### src/rtl/rv_core_ctrl.sv
// Multi-cycle fetch/execute/memory/write-back sequencer for the RV32I core.
// It owns the PC and retire counter and is the only block that qualifies register and PC updates.
module rv_core_ctrl #(
   parameter logic [31:0] BOOT_ADDR = 32'h0000_0000
) (
   input  logic        clk_i,
   input  logic        rst_ni,
   output logic        instr_req_o,
   output logic [31:0] instr_addr_o,
   input  logic        instr_gnt_i,
   input  logic        instr_rvalid_i,
   input  logic [31:0] instr_rdata_i,
   output logic [31:0] instr_o,
   output logic        instr_valid_o,
   input  logic        pc_set_i,
   input  logic [31:0] pc_target_i,
   output logic        data_req_o,
   output logic        data_we_o,
   input  logic        data_gnt_i,
   input  logic        data_rvalid_i,
   output logic        rf_we_o,
   output logic [31:0] pc_o,
   output logic        retire_o,
   output logic [31:0] instret_o,
   output logic        trap_o
);

   typedef enum logic [2:0] {
      IDLE, FETCH_REQ, FETCH_WAIT, EXECUTE, MEM_REQ, MEM_WAIT, WRITEBACK, TRAP
   } state_e;

   localparam logic [6:0]  OPC_LOAD   = 7'b0000011;
   localparam logic [6:0]  OPC_STORE  = 7'b0100011;
   localparam logic [6:0]  OPC_BRANCH = 7'b1100011;
   localparam logic [31:0] NOP        = 32'h0000_0013;

   state_e      state_q;
   logic [31:0] pc_q;
   logic [31:0] next_pc_q;
   logic [31:0] instr_q;
   logic [31:0] instret_q;

   logic [31:0] next_pc_d;
   logic        bad_target_d;
   logic [6:0]  opcode;
   logic        is_mem;
   logic        is_store;
   logic        writes_rd;

   assign opcode    = instr_q[6:0];
   assign is_store  = (opcode == OPC_STORE);
   assign is_mem    = (opcode == OPC_LOAD) || is_store;
   assign writes_rd = !is_store && (opcode != OPC_BRANCH) && (instr_q[11:7] != 5'd0);

   always_comb begin
      next_pc_d    = pc_set_i ? pc_target_i : pc_q + 32'd4;
      bad_target_d = pc_set_i && (pc_target_i[1:0] != 2'b00);
   end

   // NOTE: sequential state uses non-blocking assignments only, so every register
   // samples pre-edge values regardless of statement order.
   always_ff @(posedge clk_i or negedge rst_ni) begin
      // NOTE: every register, including the latched instruction, is reset so an
      // abandoned bus transaction cannot leave stale state behind.
      if (!rst_ni) begin
         state_q   <= IDLE;
         pc_q      <= BOOT_ADDR;
         next_pc_q <= BOOT_ADDR;
         instr_q   <= NOP;
         instret_q <= 32'd0;
      end else begin
         case (state_q)
            IDLE:       state_q <= FETCH_REQ;
            FETCH_REQ:  if (instr_gnt_i) state_q <= FETCH_WAIT;
            FETCH_WAIT: begin
               if (instr_rvalid_i) begin
                  instr_q <= instr_rdata_i;
                  state_q <= (instr_rdata_i[1:0] != 2'b11) ? TRAP : EXECUTE;
               end
            end
            EXECUTE: begin
               next_pc_q <= next_pc_d;
               if (bad_target_d)  state_q <= TRAP;
               else if (is_mem)   state_q <= MEM_REQ;
               else               state_q <= WRITEBACK;
            end
            MEM_REQ:    if (data_gnt_i) state_q <= MEM_WAIT;
            MEM_WAIT:   if (data_rvalid_i) state_q <= WRITEBACK;
            WRITEBACK: begin
               pc_q      <= next_pc_q;
               instret_q <= instret_q + 32'd1;
               state_q   <= FETCH_REQ;
            end
            TRAP:       state_q <= TRAP;
            default:    state_q <= TRAP;
         endcase
      end
   end

   // Outputs decode from registered state only; no input-to-output path.
   assign instr_req_o   = (state_q == FETCH_REQ);
   assign instr_addr_o  = pc_q;
   assign instr_o       = instr_q;
   assign instr_valid_o = (state_q == EXECUTE);
   assign data_req_o    = (state_q == MEM_REQ);
   assign data_we_o     = (state_q == MEM_REQ) && is_store;
   assign rf_we_o       = (state_q == WRITEBACK) && writes_rd;
   assign retire_o      = (state_q == WRITEBACK);
   assign pc_o          = pc_q;
   assign instret_o     = instret_q;
   assign trap_o        = (state_q == TRAP);

endmodule

### config.mk
export PLATFORM = sky130hd
export DESIGN_NAME = rv_core_ctrl
export DESIGN_NICKNAME = d
export VERILOG_FILES = /design/src/rtl/rv_core_ctrl.sv
export SDC_FILE = /design/constraint.sdc
export NUM_CORES = 1
export LEC_CHECK = 0
export CAP_MARGIN = 20
export CORE_MARGIN = 3
export CORE_UTILIZATION = 47
export CTS_BUF_LIST = sky130_fd_sc_hd__clkbuf_8 sky130_fd_sc_hd__clkbuf_16
export CTS_CLUSTER_DIAMETER = 100
export DETAILED_ROUTE_END_ITERATION = 12
export GPL_TIMING_DRIVEN = 0
export PLACE_DENSITY_LB_ADDON = 0.05
export SLEW_MARGIN = 20
export SYNTH_ARGS = -nofsm -noshare
export SYNTH_HDL_FRONTEND = slang
export SYNTH_SLANG_ARGS = --single-unit
### constraint.sdc
create_clock -name clk_i -period 1.93 [get_ports clk_i]
set_input_delay 0.386 -clock clk_i [delete_from_list [all_inputs] [get_ports clk_i]]
set_output_delay 0.386 -clock clk_i [all_outputs]
set_load 0.05 [all_outputs]
==> results of run 1 <==
## cells in the final DEF, fill, tap and decap left out, drive strengths merged, types with 2 or more instances in the layout
master         instances
nor3                   9
nand3                 27
buf                   69
dlygate4sd2          108
nor3b                  2
nand2b                 3
and3                  10
xor2                  31
clkinv                 4
o211ai                 5
inv                   18
a21oi                 22
dfrtp                128
nor2                  34
nor2b                  3
nand4                 15
o22ai                 12
clkbuf                46
xnor2                 28
dfstp                  3
o21ai                 20
and4                   2
clkdlybuf4s15         12
nor4                  13
nand2                135
mux2                  33
mux2i                  6
clkdlybuf4s50         69
ha                     2
## metrics by stage
step	hold slack, ns	instance area, sq um
3_3_place_gp	0.444	8680
6_report	0.451	9410
2_1_floorplan	0.0904	6410
3_5_place_dp	0.293	8710
5_1_grt	0.472	9410
4_1_cts	0.452	9280
## power by group
group | internal (uW) | switching, uW | total (uW)
clock network | 1950 | 1110 | 3060
logic | 2850 | 5860 | 8720
registers | 3850 | 1090 | 4940
## logic make-up (layout without fill, tap and decap cells)
logic type               Yosys count  in the layout  share of synthesized area [%]
AND/OR/NAND/NOR                  260            260                           20.9
flip-flops                       131            131                           51.8
buffers and inverters             71            328                           6.31
AO/OA/AOI/OAI                     64             64                           5.72
XOR/XNOR                          59             59                           8.15
multiplexers                      39             39                           6.81
adder cells (fa/ha/maj)            2              2                          0.395
## state kept, by name, indices dropped and copies added (netlist names)
register	cells
instr_o	32
next_pc_q	32
instr_addr_o	32
instret_o	32
state_q	3
## per-layer routing
layer  vias up  share of wire [%]  track usage [%]
li1       2577                  -                -
met1      2680                 41             30.3
met2       223                 49             38.6
met3        25                8.5             7.47
met4         0                1.4             9.17
met5         -                  0                0
## cell type report
| type | instances | area, sq um |
|---|---|---|
| fillers | 987 | 3520 |
| flip-flops and latches | 131 | 3310 |
| multi-input cells | 424 | 2790 |
| repair buffers | 228 | 2090 |
| clock buffers | 23 | 508 |
| plain buffers | 54 | 362 |
| well taps | 172 | 215 |
| inverters | 14 | 70.1 |
| clock inverters | 9 | 63.8 |
## path summary, 6_finish.rpt
check	from	end
setup / recovery	instr_o[1]$_DFFE_PN1P_	data_we_o
hold / removal	rst_ni	next_pc_q[14]$_DFFE_PN0P_
setup reg to reg	state_q[0]$_DFFE_PN0P_	instr_o[30]$_DFFE_PN0P_
hold reg to reg	instret_o[31]$_DFFE_PN0P_	instret_o[31]$_DFFE_PN0P_
max in group asynchronous	rst_ni	instr_o[4]$_DFFE_PN1P_
min in group clk_i	instret_o[31]$_DFFE_PN0P_	instret_o[31]$_DFFE_PN0P_
## critical path, stage by stage, from the launching register on
cell     delay (ns)
dfstp_2        0.55
nand2_2        0.07
nor4_4         0.17
nand2_2        0.12
nor4_4         0.16
buf_6          0.20
## repair_timing
| action | 4_1_cts | 5_1_grt |
|---|---|---|
| setup buffers | 7 | 14 |
| endpoints found under the setup margin | 180 | 74 |
| endpoints found under the hold margin | 40 | 0 |
| pin swaps | 2 | 5 |
| gates resized for setup | 211 | 39 |
| hold buffers | 1 | 0 |
==> metrics.md, run 1 <==
| Metric | Value |
|---|---|
| Ratio of final minimum period to clock period | 108% |
| Maximum fanout along the worst path | 3 |
| Lkg Pwr | 0.00460 uW |
| Synth area leaders | dfrtp_1 (51%), nand2_1 (8.0%), mux2_2 (5.9%), xor2_1 (4.3%), buf_4 (4.0%) |
| Number of global-route vias before repair | 5588 |
| Warnings, synthesis | 0 |
| Pin count of the biggest net entering global routing | 92 |
| Port-buffer cells | 205 |
| Critical path startpoint category | flip-flop |
| Wire length of the first global-routing pass | 27.9 mm |
| Overall power of the completed layout | 16700 uW |
| Kind of critical path | reg -> out |
| Final-report hold violation count | 0 |
| Worst IR drop on VDD | 1310 uV |
| Endpoint arrival time on the critical path | 1.69 ns |
| Count of different cell masters after synthesis | 47 |
| Iteration count of the initial detailed-routing pass | 5 |
| FMAX | 482 MHz |
| Most numerous cell in the Yosys netlist | nand2_1 |
| Global routing usage summed across all routing layers | 23.9% |
| Number of enable flip-flop cells after synthesis | 0 |
| Routed wire length | 17.7 mm |
| Clock slew seen by the registers of the worst setup and hold paths | 0.06 ns |
| Reg2reg path depth | 4 |
| TNS Setup | -0.285 ns |
| RD Place Congestion | 0.830 |
| Floorplan Core Area | 12900 sq um |
| Setup repair after global routing missed its margin | yes |
| Post-Place Cells | 1004 |
| Starting DRC count in detailed routing | 372 |
| Setup slack of the critical path after layout | -0.147 ns |
| DR vias | 5505 |
| Antenna violations before repair | 0 |
| Detail Placement HPWL | 12.3 mm |
| Area growth, synth to finish | 48.3% |
| Synth Area per Inst | 10.1 sq um |
| Cell row count | 41 |
| Detailed-route wire length per cell | 16.8 microns |
| Chip width | 122 microns |
| Ratio of cells with drive above 1 in the final layout | 22.4% |
| Summed instance area of the synthesized netlist | 6340 sq um |
| Count of non-filler cells in the finished layout | 1055 |
| Worst setup skew after layout | 0.00448 ns |
| Drc violations | 0 |
| Antenna cells | 0 |
| H-Tree Depth | 4 |
| Share of the core filled with cells | 72.8% |
| Number of nets in the final layout | 943 |
| Number of max-cap violations | 0 |
| Normalized max-slew margin | 60.2% |
| CP Data Required Time | 1.54 ns |
| Most frequent cells after synthesis | nand2_1 (135), dfrtp_1 (128), buf_4 (34), nor2_1 (34), mux2_2 (33) |
| Number of buffers on the longest clock path | 2 |
| Worst Tran Pin Value | 0.597 ns |
| Mapped Cells | 626 |
| Total power density per cell area | 1780 nW/um^2 |
| Minimum setup slack after placement | -0.943 ns |
| Ports | 206 |
| Clock tree from TritonCTS | built |
| Async set-reset flop share out of synthesis | 100% |
| Kind of path behind the tightest hold check | in -> async |
| Initial cell density of the core | 49.1% |
| Global-route congestion overflow total | 0 |
| Die Outline Area | 14900 sq um |
| Number of vias per cell | 5.22 |
| Die extent in y | 122 microns |
| Failing checks | setup timing |
| FF-to-FF setup slack | 0.04 ns |
| Number of buffers created by CTS | 17 |
| Synthesis-stage register bit count | 131 |
| # setup viols final | 2 |
| Net Count, Synth | 699 |
| Sequential area share after synthesis | 51.8% |
| Antenna-violating nets left | 0 |
| Run status | finished, violations left |
| Synth Flop Type | dfrtp_1 |
| Top cell type by total area after synthesis | dfrtp_1 |
| Count of final max-slew check failures | 0 |
| Clk Latency, worst-skew pair | 0.41 ns |
| Crit path time final | 2.08 ns |
| Capturing element type of the critical path | output pin |
| Clock sink total | 131 |
| Clk root buf | clkbuf_16 |
| Yosys top cell area share | 50.5% |
Note: power is estimated with default switching activity, not from simulation.
==> inputs of run 2 (changes only) <==
--- a/config.mk
+++ b/config.mk
@@ -12,6 +12,7 @@
 export CTS_CLUSTER_DIAMETER = 100
 export DETAILED_ROUTE_END_ITERATION = 12
 export GPL_TIMING_DRIVEN = 0
+export HOLD_SLACK_MARGIN = 0.03
 export PLACE_DENSITY_LB_ADDON = 0.05
 export SLEW_MARGIN = 20
 export SYNTH_ARGS = -nofsm -noshare
==> results of run 2 <==
The final DEF is identical to that of run 1; final timing and power are the same.
==> inputs of run 3 (changes only) <==
--- a/config.mk
+++ b/config.mk
@@ -13,7 +13,7 @@
 export DETAILED_ROUTE_END_ITERATION = 12
 export GPL_TIMING_DRIVEN = 0
 export HOLD_SLACK_MARGIN = 0.03
-export PLACE_DENSITY_LB_ADDON = 0.05
+export PLACE_DENSITY_LB_ADDON = 0.12
 export SLEW_MARGIN = 20
 export SYNTH_ARGS = -nofsm -noshare
 export SYNTH_HDL_FRONTEND = slang
==> metrics.md, run 3 (synthesis results as in run 1) <==
| Metric | Value |
|---|---|
| Clk root buf | clkbuf_16 |
| Die Outline Area | 14900 sq um |
| Maximum fanout along the worst path | 3 |
| Global-route congestion overflow total | 0 |
| Count of final max-slew check failures | 0 |
| Final-report hold violation count | 0 |
| Worst Tran Pin Value | 0.607 ns |
| Number of max-cap violations | 0 |
| Cell row count | 41 |
| Chip width | 122 microns |
| # setup viols final | 2 |
| Antenna-violating nets left | 0 |
| Ports | 206 |
| Drc violations | 0 |
| Detailed-route wire length per cell | 17.1 microns |
| Die extent in y | 122 microns |
| FMAX | 477 MHz |
| Iteration count of the initial detailed-routing pass | 5 |
| Switching share of total power | 48.9% |
| Global routing usage summed across all routing layers | 24.5% |
| Internal power | 8530 uW |
| Area growth, synth to finish | 48.9% |
| Number of global-route vias before repair | 5648 |
| Flop pwr share | 29.8% |
| Kind of path behind the tightest hold check | in -> async |
| Clock sink total | 131 |
| Floorplan Core Area | 12900 sq um |
| Leading cell type in the layout, fill and taps excluded | nand2_1 |
| Reg area | 3310 sq um |
| Run status | finished, violations left |
| Pin count of the biggest net entering global routing | 94 |
| Kind of critical path | reg -> out |
| Initial cell density of the core | 49.1% |
| TNS Setup | -0.329 ns |
| Post-Place Cells | 1004 |
| Commonest cells after routing, fill and taps aside | nand2_1 (132), dfrtp_1 (106), dlygate4sd2_1 (98) |
| Clock slew seen by the registers of the worst setup and hold paths | 0.06 ns |
| Setup slack of the critical path after layout | -0.168 ns |
| Endpoint arrival time on the critical path | 1.71 ns |
| Ratio of cells with drive above 1 in the final layout | 24.1% |
| Number of vias per cell | 5.24 |
| RD Place Congestion | 0.893 |
| DR vias | 5556 |
| Switching Power | 8170 uW |
| Clk Latency, worst-skew pair | 0.42 ns |
| Starting DRC count in detailed routing | 405 |
| Capturing element type of the critical path | output pin |
| Lkg Pwr | 0.00460 uW |
| Detail Placement HPWL | 12.7 mm |
| Ratio of final minimum period to clock period | 109% |
| Normalized max-slew margin | 59.6% |
| Critical path startpoint category | flip-flop |
| Worst IR drop on VDD | 1490 uV |
| Gate power share | 52.6% |
| Routed wire length | 18.1 mm |
| Count of non-filler cells in the finished layout | 1061 |
| Filler Cells Inserted | 985 |
| Failing checks | setup timing |
| Antenna cells | 0 |
| Wire length of the first global-routing pass | 28.4 mm |
| Antenna violations before repair | 0 |
| Clock group share of total power | 17.6% |
| Multi-input logic area | 2800 sq um |
| Clock tree from TritonCTS | built |
| CP Data Required Time | 1.54 ns |
| Setup crit start | instr_o[1]$_DFFE_PN1P_ |
| Number of buffers created by CTS | 17 |
| Number of nets in the final layout | 949 |
| H-Tree Depth | 4 |
| Crit path time final | 2.10 ns |
| Origin of the critical flop-to-flop path | state_q[2]$_DFFE_PN0P_ |
| Worst setup skew after layout | 0.0105 ns |
| Number of buffers on the longest clock path | 2 |
| Total power density per cell area | 1770 nW/um^2 |
| Port-buffer cells | 205 |
| Setup repair after global routing missed its margin | yes |
| Final hold slack | 0.433 ns |
==> run 3: cell types whose count changed in the layout (fill, tap and decap cells not counted), sizes merged <==
cell           delta
dlygate4sd2      -10
buf               +8
clkdlybuf4s15     +6
clkinv            +5
clkbuf            -3
clkinvlp          +2
inv               -2
==> run 3: power by group through the flow <==
stage / clock network (uW) / registers (uW) / logic [uW]
after floorplan: 0 / 7070 / 3830
after global placement: 0 / 4890 / 8890
after detailed placement: 0 / 4970 / 9040
after CTS: 2970 / 4950 / 8630
after global routing: 3110 / 5140 / 9270
final: 2940 / 4980 / 8780
==> run 3: timing repair <==
item / 4_1_cts / 5_1_grt
endpoints found under the setup margin: 181 / 66
hold endpoints to repair: 38 / 0
buffers inserted: 8 / 17
hold buffers: 1 / 0
pin swaps: 6 / 8
cloned: 0 / 1
gates resized for setup: 217 / 55
==> run 3: stage by stage <==
| stage | util, % | setup WS, ns | total power, uW | cell area [sq um] |
|---|---|---|---|---|
| 6_report | 73.0 | -0.168 | 16700 | 9440 |
| 5_1_grt | 73.0 | -0.282 | 17500 | 9440 |
| 4_1_cts | 71.6 | -0.240 | 16500 | 9260 |
| 3_5_place_dp | 67.4 | -0.937 | 14000 | 8710 |
| 3_3_place_gp | 67.1 | -5.13 | 13800 | 8680 |
| 2_1_floorplan | - | -0.101 | 10900 | 6410 |
==> run 3: worst paths after layout <==
check,to,slack [ns],cells past startpoint
worst max-delay path,data_we_o,-0.17,5
worst min-delay path,instr_addr_o[14]$_DFFE_PN0P_,0.43,2
worst max register to register,instr_o[6]$_DFFE_PN0P_,0.03,5
worst min register to register,instret_o[31]$_DFFE_PN0P_,0.46,1
max in group asynchronous,instr_o[1]$_DFFE_PN1P_,0.72,3
min in group clk_i,instret_o[31]$_DFFE_PN0P_,0.46,1
==> run 3: metal layers <==
metal  vias to the layer above  wire, microns  global-route usage [%]
li1                       2595              -                       -
met1                      2661           7340                    29.6
met2                       264           8690                    39.8
met3                        36           1730                    8.91
met4                         0            385                    10.1
met5                         -              0                       0
==> run 3: worst max-delay path: stages (launching register included) <==
cell     delay (ns)
dfstp_2        0.55
nand2_2        0.07
nor4_4         0.19
nand2_2        0.12
nor4_4         0.16
buf_6          0.20
==> run 3: cell type report <==
cell class                      instances  area share, %
Timing Repair Buffer                  233           22.6
Clock buffer                           18           4.65
Clock inverter                         14           1.03
Tap cell                              172           2.28
Inverter                               14          0.663
Sequential cell                       131           35.1
Buffer                                 55           4.04
Multi-Input combinational cell        424           29.7
